**src/rtl/budget_bench_pkg.sv**
```systemverilog
// Shared types and width helpers for the multi-channel budget bench.
// The optional budget refill is enabled by defining BUDGET_REFILL_EN.
package budget_bench_pkg;

    typedef enum logic [1:0] {
        CH_IDLE = 2'd0,
        CH_WAIT = 2'd1,
        CH_FAIL = 2'd2
    } ch_state_t;

    // The wait counter must be able to hold the value DEADLINE itself.
    function automatic int wait_w(input int deadline);
        return (deadline < 1) ? 1 : $clog2(deadline + 1);
    endfunction

    function automatic int refill_w(input int period);
        return (period <= 1) ? 1 : $clog2(period);
    endfunction

endpackage

```
**src/rtl/budget_bench_ch.sv**
```systemverilog
// One request channel: IDLE/WAIT/FAIL state, deadline wait counter and
// saturating response budget. The arbiter's decision arrives on i_resp.
module budget_bench_ch
    import budget_bench_pkg::*;
#(
    parameter int CNT_W    = 3,
    parameter int LIMIT    = 3,
    parameter int DEADLINE = 1
) (
    input  logic clk,
    input  logic rst_n,
    input  logic i_req,
    input  logic i_ctrl,
    input  logic i_resp,
    input  logic i_refill,
    output logic o_elig,
    output logic o_fail_nxt
);

    localparam int WAIT_W = wait_w(DEADLINE);

    ch_state_t          r_state, w_state_nxt;
    logic [WAIT_W-1:0]  r_wait, w_wait_nxt, w_wait_inc;
    logic [CNT_W-1:0]   r_cnt, w_cnt_nxt, w_cnt_eff;
    logic               w_req;

    // A pending request persists in CH_WAIT; a fresh i_req there is the same request.
    assign w_req      = i_req | (r_state == CH_WAIT);
    // Refill lands before the response is counted, so eligibility sees the cleared budget.
    assign w_cnt_eff  = (i_refill && (r_state != CH_FAIL)) ? '0 : r_cnt;
    assign w_wait_inc = r_wait + 1'b1;
    assign o_elig     = w_req & i_ctrl & (w_cnt_eff < CNT_W'(LIMIT)) & (r_state != CH_FAIL);
    assign o_fail_nxt = (w_state_nxt == CH_FAIL);

    always_comb begin
        // NOTE: every combinational output gets a default first so no latch is inferred.
        w_state_nxt = r_state;
        w_wait_nxt  = r_wait;
        w_cnt_nxt   = w_cnt_eff;
        if (r_state != CH_FAIL) begin
            if (i_resp) begin
                w_cnt_nxt   = w_cnt_eff + 1'b1;
                w_wait_nxt  = '0;
                w_state_nxt = CH_IDLE;
            end else if (w_req) begin
                w_wait_nxt  = w_wait_inc;
                w_state_nxt = (w_wait_inc == WAIT_W'(DEADLINE)) ? CH_FAIL : CH_WAIT;
            end
        end
    end

    // NOTE: sequential state uses non-blocking assignments only, reset asynchronously.
    always_ff @(posedge clk or negedge rst_n) begin
        if (!rst_n) begin
            r_state <= CH_IDLE;
            r_wait  <= '0;
            r_cnt   <= '0;
        end else begin
            r_state <= w_state_nxt;
            r_wait  <= w_wait_nxt;
            r_cnt   <= w_cnt_nxt;
        end
    end

endmodule

// rtl/budget_my.sv
// Multi-channel request/response bench: fixed-priority arbiter, sticky errors,
// optional periodic budget refill (define BUDGET_REFILL_EN).
module budget_my
    import budget_bench_pkg::*;
#(
    parameter int N_CH          = 2,
    parameter int CNT_W         = 3,
    parameter int LIMIT         = 3,
    parameter int DEADLINE      = 1,
    parameter int REFILL_PERIOD = 16
) (
    input  logic            clk,
    input  logic            rst_n,
    input  logic [N_CH-1:0] i,
    input  logic [N_CH-1:0] controllable_i,
    output logic            error,
    output logic [N_CH-1:0] err_ch,
    output logic [N_CH-1:0] grant,
    output logic            _rt_get
);

    logic [N_CH-1:0] w_elig, w_resp, w_fail_nxt;
    logic [N_CH-1:0] r_grant, r_err_ch;
    logic            r_error;
    logic            w_refill;

`ifdef BUDGET_REFILL_EN
    localparam int REFILL_W = refill_w(REFILL_PERIOD);
    logic [REFILL_W-1:0] r_refill_cnt;

    assign w_refill = (r_refill_cnt == REFILL_W'(REFILL_PERIOD - 1));

    always_ff @(posedge clk or negedge rst_n) begin
        if (!rst_n)        r_refill_cnt <= '0;
        else if (w_refill) r_refill_cnt <= '0;
        else               r_refill_cnt <= r_refill_cnt + 1'b1;
    end
`else
    logic w_unused_refill;
    assign w_unused_refill = ^REFILL_PERIOD;
    assign w_refill        = 1'b0;
`endif

    // Isolate the lowest set eligibility bit: lowest channel index wins.
    assign w_resp = w_elig & (~w_elig + 1'b1);

    for (genvar k = 0; k < N_CH; k++) begin : g_ch
        budget_bench_ch #(
            .CNT_W    (CNT_W),
            .LIMIT    (LIMIT),
            .DEADLINE (DEADLINE)
        ) u_ch (
            .clk        (clk),
            .rst_n      (rst_n),
            .i_req      (i[k]),
            .i_ctrl     (controllable_i[k]),
            .i_resp     (w_resp[k]),
            .i_refill   (w_refill),
            .o_elig     (w_elig[k]),
            .o_fail_nxt (w_fail_nxt[k])
        );
    end

    always_ff @(posedge clk or negedge rst_n) begin
        if (!rst_n) begin
            r_grant  <= '0;
            r_err_ch <= '0;
            r_error  <= 1'b0;
        end else begin
            r_grant  <= w_resp;
            r_err_ch <= w_fail_nxt;
            r_error  <= |w_fail_nxt;
        end
    end

    assign grant   = r_grant;
    assign err_ch  = r_err_ch;
    assign error   = r_error;
    assign _rt_get = |i;

endmodule

```
**config.mk**
```make
export PLATFORM = sky130hd
export DESIGN_NAME = budget_my
export DESIGN_NICKNAME = d
export VERILOG_FILES = /design/src/rtl/budget_bench_pkg.sv /design/src/rtl/budget_bench_ch.sv /design/src/rtl/budget_my.sv
export SDC_FILE = /design/constraint.sdc
export NUM_CORES = 1
export LEC_CHECK = 0
export ABC_AREA = 0
export BUFFER_PORTS_ARGS = -buffer_cell sky130_fd_sc_hd__buf_2
export CORE_UTILIZATION = 40
export CTS_CLUSTER_DIAMETER = 60
export DETAILED_ROUTE_END_ITERATION = 10
export GPL_ROUTABILITY_DRIVEN = 0
export MAX_ROUTING_LAYER = met4
export SLEW_MARGIN = 10
export SYNTH_ARGS = -nofsm -noshare
export SYNTH_HDL_FRONTEND = slang
export SYNTH_SLANG_ARGS = --single-unit
```
**constraint.sdc**
```tcl
create_clock -name clk -period 4 [get_ports clk]
set_clock_uncertainty 0.05 [all_clocks]
set_input_delay 0.8 -clock clk [delete_from_list [all_inputs] [get_ports clk]]
set_output_delay 0.8 -clock clk [all_outputs]
set_load 0.05 [all_outputs]
```
==> impl_results.md, run 1 <==
* Rows at 15
* Post-DRT Antenna Nets at 0
* Postcts setup bufs at 0
* Crit path max fanout at 7
* Fin crit share at 56.9%
* Top_reg_cell synth: dfrtp_1
* CP Launch Type: input port
* Antenna Cells at 0
* DR WL/cell at 11.2 um
* Die area at 0.00214 mm^2
* RSZ-0062 raised after global routing: false
* Initial core utilization at 43.9%
* Via density at 5.10
* Count of buffers from port buffering at 11
* Clock Power Share at 17.1%
* Layout cells sized above 1 at 29.8%
* Slew Viols, Final at 0
* Power Density at 578 mW/mm^2
* Yosys warnings at 0
* Max Fclk at 0.439 GHz
* Largest net degree at the start of global routing at 18
* HP Class: in -> async
* Gate Count Post-Synth at 70
* Type of the worst setup path: in -> out
* Mapped Nets at 78
* Worst-Margin Slew at 0.386 ns
* WL final at 1220 um
* Sequential Power Share at 52.4%
* CTS Root Cell: clkbuf_4
* Netlist cell types at 31
* Most frequent cells in the layout: 17 x dfrtp_1, 11 x buf_2, 8 x inv_1
* Synth-to-layout area growth at 13.1%
* Fin Setup TNS at 0 ns
* Vias at 556
* Final Hold Fails at 0
* Antenna violations before repair at 0
* Maximum capacitance violations at 0
* Slowest-stage cell, CP: or2_2
* Peak VDD IR at 0.298 mV
* Die Width at 46.3 um
* First-pass GRT wire length at 2070 um
* CTS tree: yes
* Number of remaining DRC errors at 0
* RR Startpoint: g_ch[0].u_ch.r_state[1]$_DFF_PN0_
* Detailed placement HPWL at 944 um
* Rel. slew slack at 74.3%
* Post-synth EDFFs at 0
* Seq/Total Area, Yosys at 54.3%
* Register-to-Register Setup Slack at 2.24 ns
* I/O Pins at 12
* Critical path data required time at 3.15 ns
* Synth Area per Inst at 11.2 um^2
* #FFs+latches synth at 17
* RR Endpoint: g_ch[1].u_ch.r_cnt[1]$_DFFE_PN0P_
* CTS Sinks at 17
* Commonest non-fill, non-tap cell in the layout: dfrtp_1
* Hold buffers post-CTS at 0
* GRT Total Usage at 14.3%
* Deepest clock path buffer count at 2
* Vias in the first global route at 499
* Layout Nets at 93
* Setup WS post-layout at 1.72 ns
* Cell Area, Synth at 783 um^2
* Reg2Reg Depth at 4
* Die Y at 46.3 um
* Internal at 0.335 mW
* Worst path cell trace: buf_2 > or2_2 > buf_2
* GR Overflow Total at 0
* Worst skew pair latency at 0.28 ns
* Post-Layout Cell Count at 109
* Placed insts at 105
* Pre-CTS WS at 1.72 ns
* Post-CTS sizing at 0
* Switching share of total power at 34.5%
* H-Tree Depth at 1
* Combinational Power Share at 30.5%
* Clock slew at reported path FFs at 0.09 ns
* Crit end category: primary output
* Switch Pwr at 0.177 mW
* CP most frequent cell: buf_2
* Overall Power at 0.512 mW
* Drt initial violations at 12
* Status: complete, no violations
* Num CTS Buffers at 3
* Final min period at 2.28 ns
* Core area at 0.00178 mm^2
* Hold WS at 0.371 ns
* Setup-failing EPs final at 0
* Drt first pass iters at 3
* CP peak stage delay at 0.28 ns
* Synth async-reset ratio at 100%
* CP bufs+invs at 2
* Crit path max-delay family: buffers and inverters
* LEAKAGE at 0.456 nW
* Critical path arrival at 1.43 ns
==> how the worst max path moves through the flow <==
stage	endpoint	slack [ns]	start	cells after the start
5_1_grt	_rt_get	1.71	i[0]	3
3_5_place_dp	_rt_get	1.72	i[0]	3
2_1_floorplan	_rt_get	1.94	i[0]	1
3_3_place_gp	_rt_get	1.73	i[0]	3
4_1_cts	_rt_get	1.72	i[0]	3
6_report	_rt_get	1.72	i[0]	3
==> worst reg2reg max path: cells and delay by family, from the launching register on <==
family             cells  cell delay [ns]
AOI/OAI and AO/OA      2             0.61
DFF                    1             0.42
muxes                  1             0.32
and+or+nand+nor        1             0.25
==> synthesized netlist by cell type (2+ instances only) <==
library cell / n / area, um^2
dfrtp_1: 17 / 425
inv_1: 8 / 30.0
a21oi_1: 5 / 25.0
nand2_1: 4 / 15.0
nor2_1: 3 / 11.3
o21ai_0: 3 / 15.0
a21o_2: 2 / 17.5
ha_1: 2 / 25.0
mux2_2: 2 / 22.5
nand2b_1: 2 / 12.5
or2_2: 2 / 12.5
==> registers in the layout (all words and copies together) (netlist names) <==
name and count:
g_ch.u_ch.r_wait 2, g_ch.u_ch.r_state 4, err_ch 2, grant 2, error 1, g_ch.u_ch.r_cnt 6
==> through the flow <==
stage	area, um^2	util (%)
4_1_cts	886	49.7
3_3_place_gp	858	48.1
3_5_place_dp	858	48.1
2_1_floorplan	783	-
6_report	886	49.7
5_1_grt	886	49.7
==> routing by layer <==
layer	track usage [%]	part of all wire, %	routed length (um)	vias to the layer above
met4	7.06	0.99	12	0
met3	2.35	3.9	47	2
li1	-	-	-	278
met5	-	0	0	-
met1	17.8	48	580	262
met2	22.3	47	577	14
==> kinds of logic after synthesis <==
group | synth area share, %
and+or+nand+nor | 10.9
AOI/OAI and AO/OA | 19.3
buffers and inverters | 5.27
DFF | 54.3
muxes | 4.79
xor gates and xnor gates | 2.24
adders and majority gates | 3.19
==> power groups by stage <==
| stage | clock network (mW) | registers, mW | logic, mW |
|---|---|---|---|
| CTS | 0.0926 | 0.269 | 0.159 |
| global route | 0.100 | 0.279 | 0.177 |
| detailed placement | 0 | 0.272 | 0.158 |
| floorplan | 0 | 0.272 | 0.120 |
| finish | 0.0876 | 0.268 | 0.156 |
| global placement | 0 | 0.271 | 0.150 |
==> cell type report <==
class                           instances  area, um^2
Clock buffer                            3        22.5
Clock inverter                          1        5.00
Fill cell                             173         897
Inverter                                8        30.0
Multi-Input combinational cell         44         317
Sequential cell                        17         425
Tap cell                               25        31.3
Timing Repair Buffer                   11        55.1
Note: power is estimated with default switching activity, not from simulation.
==> run 2, diff against run 1 <==
==> constraint.sdc (replaced) <==
create_clock -name clk -period 2 [get_ports clk]
set_clock_uncertainty 0.05 [all_clocks]
set_input_delay 0.4 -clock clk [delete_from_list [all_inputs] [get_ports clk]]
set_output_delay 0.4 -clock clk [all_outputs]
set_load 0.05 [all_outputs]
==> impl_results.md, run 2 (synthesis gave the netlist of run 1 again) <==
* Layout Nets at 95
* Vias in the first global route at 555
* Switch Pwr at 0.361 mW
* Drt first pass iters at 4
* Overall Power at 1.04 mW
* Slowest-stage cell, CP: a221o_2
* Max Fclk at 0.571 GHz
* Worst skew pair latency at 0.28 ns
* Most frequent cells in the layout: 17 x dfrtp_1, 11 x buf_2, 8 x inv_1
* HP Class: reg -> reg
* Critical path arrival at 1.88 ns
* Worst hold start: g_ch[0].u_ch.r_cnt[2]$_DFFE_PN0P_
* Rows at 15
* Layout cells sized above 1 at 29.1%
* Sequential Power Share at 51.9%
* RR Endpoint: g_ch[1].u_ch.r_cnt[1]$_DFFE_PN0P_
* Crit path max fanout at 6
* DR WL/cell at 11.9 um
* Hold path endpoint: g_ch[0].u_ch.r_cnt[2]$_DFFE_PN0P_
* Antenna violations before repair at 0
* Synth-to-layout area growth at 15.2%
* Type of the worst setup path: reg -> reg
* LEAKAGE at 0.463 nW
* Number of remaining DRC errors at 0
* Num CTS Buffers at 3
* Crit path max-delay family: compound AO/OA/AOI/OAI gates
* Switching share of total power at 34.6%
* Peak VDD IR at 0.699 mV
* Final Hold Fails at 0
* CTS Sinks at 17
* GRT Total Usage at 16.6%
* Setup-failing EPs final at 0
* Reg2Reg Depth at 4
* Commonest non-fill, non-tap cell in the layout: dfrtp_1
* I/O Pins at 12
* H-Tree Depth at 1
* Slew Viols, Final at 0
* Core area at 0.00178 mm^2
* Critical path data required time at 2.13 ns
* Sequential cell area at 425 um^2
* Power Density at 1150 mW/mm^2
* Register-to-Register Setup Slack at 0.25 ns
* Deepest clock path buffer count at 2
* Die Width at 46.3 um
* First-pass GRT wire length at 2360 um
* Initial core utilization at 43.9%
* Die Y at 46.3 um
* CTS tree: yes
* Count of buffers from port buffering at 11
* Largest register FFs at 6
* CP peak stage delay at 0.43 ns
* Rel. slew slack at 74.3%
* Drt initial violations at 9
* Internal at 0.681 mW
* Post-DRT Antenna Nets at 0
* Worst-Margin Slew at 0.385 ns
* CP bufs+invs at 0
* Largest Register: g_ch.u_ch.r_cnt
* Crit end category: flop
* GR Overflow Total at 0
* Fin crit share at 87.5%
* RSZ-0062 raised after global routing: false
* Maximum capacitance violations at 0
* CTS Root Cell: clkbuf_4
* Fin Setup TNS at 0 ns
* Status: complete, no violations
* # fillers at 168
* Post-CTS sizing at 0
* Final min period at 1.75 ns
* Clock slew at reported path FFs at 0.09 ns
* Via density at 5.01
* RR Startpoint: g_ch[0].u_ch.r_state[1]$_DFF_PN0_
* Worst path cell trace: o21bai_1 > a221o_2 > and3_1 > mux2_4
* WL final at 1320 um
* Clock Power Share at 17.4%
* Largest regs: g_ch.u_ch.r_cnt x6, g_ch.u_ch.r_state x4
* Detailed placement HPWL at 902 um
* Worst hold stages at 1
* CP Launch Type: flop
* Multi-input gate area at 317 um^2
* Vias at 556
* Die area at 0.00214 mm^2
* Combinational Power Share at 30.8%
* Antenna Cells at 0
* Largest net degree at the start of global routing at 18
## run 2: cell count changes in the layout (fill, tap and decap cells not counted), sizes merged
| cell | delta |
|---|---|
| clkinv | -1 |
| dlygate4sd3 | +1 |
| clkbuf | +1 |
| buf | +1 |
## run 2: per-layer routing
metal / vias to the layer above / global-route usage, % / wire (um)
li1: 277 / - / -
met3: 2 / 5.88 / 63
met1: 261 / 19.9 / 649
met4: 0 / 5.29 / 12
met2: 16 / 25.9 / 598
met5: - / - / 0
## run 2: worst reg2reg max path: cells and delay by family (launching register included)
family / cells / cell delay (ns)
flip-flops: 1 / 0.42
multiplexers: 1 / 0.32
AND/OR/NAND/NOR: 1 / 0.25
AO/OA/AOI/OAI: 2 / 0.61
## run 2: stage by stage
| step | util, % | hold WS (ns) | cell area, um^2 | instances | setup WS (ns) |
|---|---|---|---|---|---|
| after floorplan | - | 0.0544 | 783 | 70 | 0.313 |
| after global placement | 48.6 | 0.292 | 866 | 106 | 0.230 |
| after detailed placement | 48.6 | 0.293 | 866 | 106 | 0.214 |
| after CTS | 50.6 | 0.400 | 902 | 111 | 0.236 |
| after global routing | 50.6 | 0.416 | 902 | 111 | 0.168 |
| final | 50.6 | 0.409 | 902 | 111 | 0.250 |
## run 2: how the worst max path moves through the flow
stage | from | to | slack [ns] | cells past startpoint
floorplan | g_ch[0].u_ch.r_state[1]$_DFF_PN0_ | g_ch[1].u_ch.r_cnt[1]$_DFFE_PN0P_ | 0.31 | 5
global placement | i[0] | g_ch[1].u_ch.r_cnt[1]$_DFFE_PN0P_ | 0.23 | 5
detailed placement | i[0] | g_ch[1].u_ch.r_cnt[1]$_DFFE_PN0P_ | 0.21 | 5
CTS | g_ch[0].u_ch.r_state[1]$_DFF_PN0_ | g_ch[1].u_ch.r_cnt[1]$_DFFE_PN0P_ | 0.24 | 4
global route | g_ch[0].u_ch.r_state[1]$_DFF_PN0_ | g_ch[1].u_ch.r_cnt[1]$_DFFE_PN0P_ | 0.17 | 4
finish | g_ch[0].u_ch.r_state[1]$_DFF_PN0_ | g_ch[1].u_ch.r_cnt[1]$_DFFE_PN0P_ | 0.25 | 4
## run 2: timing repair
action | CTS | global route
setup buffers | 0 | 0
endpoints found under the hold margin | 17 | 0
hold buffers | 1 | 0
## run 2: layout make-up
cell class	instances	share of cell area (%)
Clock buffer	4	2.91
Inverter	8	3.33
Multi-Input combinational cell	44	35.1
Sequential cell	17	47.2
Tap cell	25	3.47
Timing Repair Buffer	13	8.04
## run 2: power groups by stage
stage	registers (mW)	clock network [mW]	logic (mW)
after global placement	0.542	0	0.317
after detailed placement	0.546	0	0.321
after global routing	0.558	0.209	0.371
final	0.540	0.181	0.320
after floorplan	0.544	0	0.239
after CTS	0.540	0.192	0.325
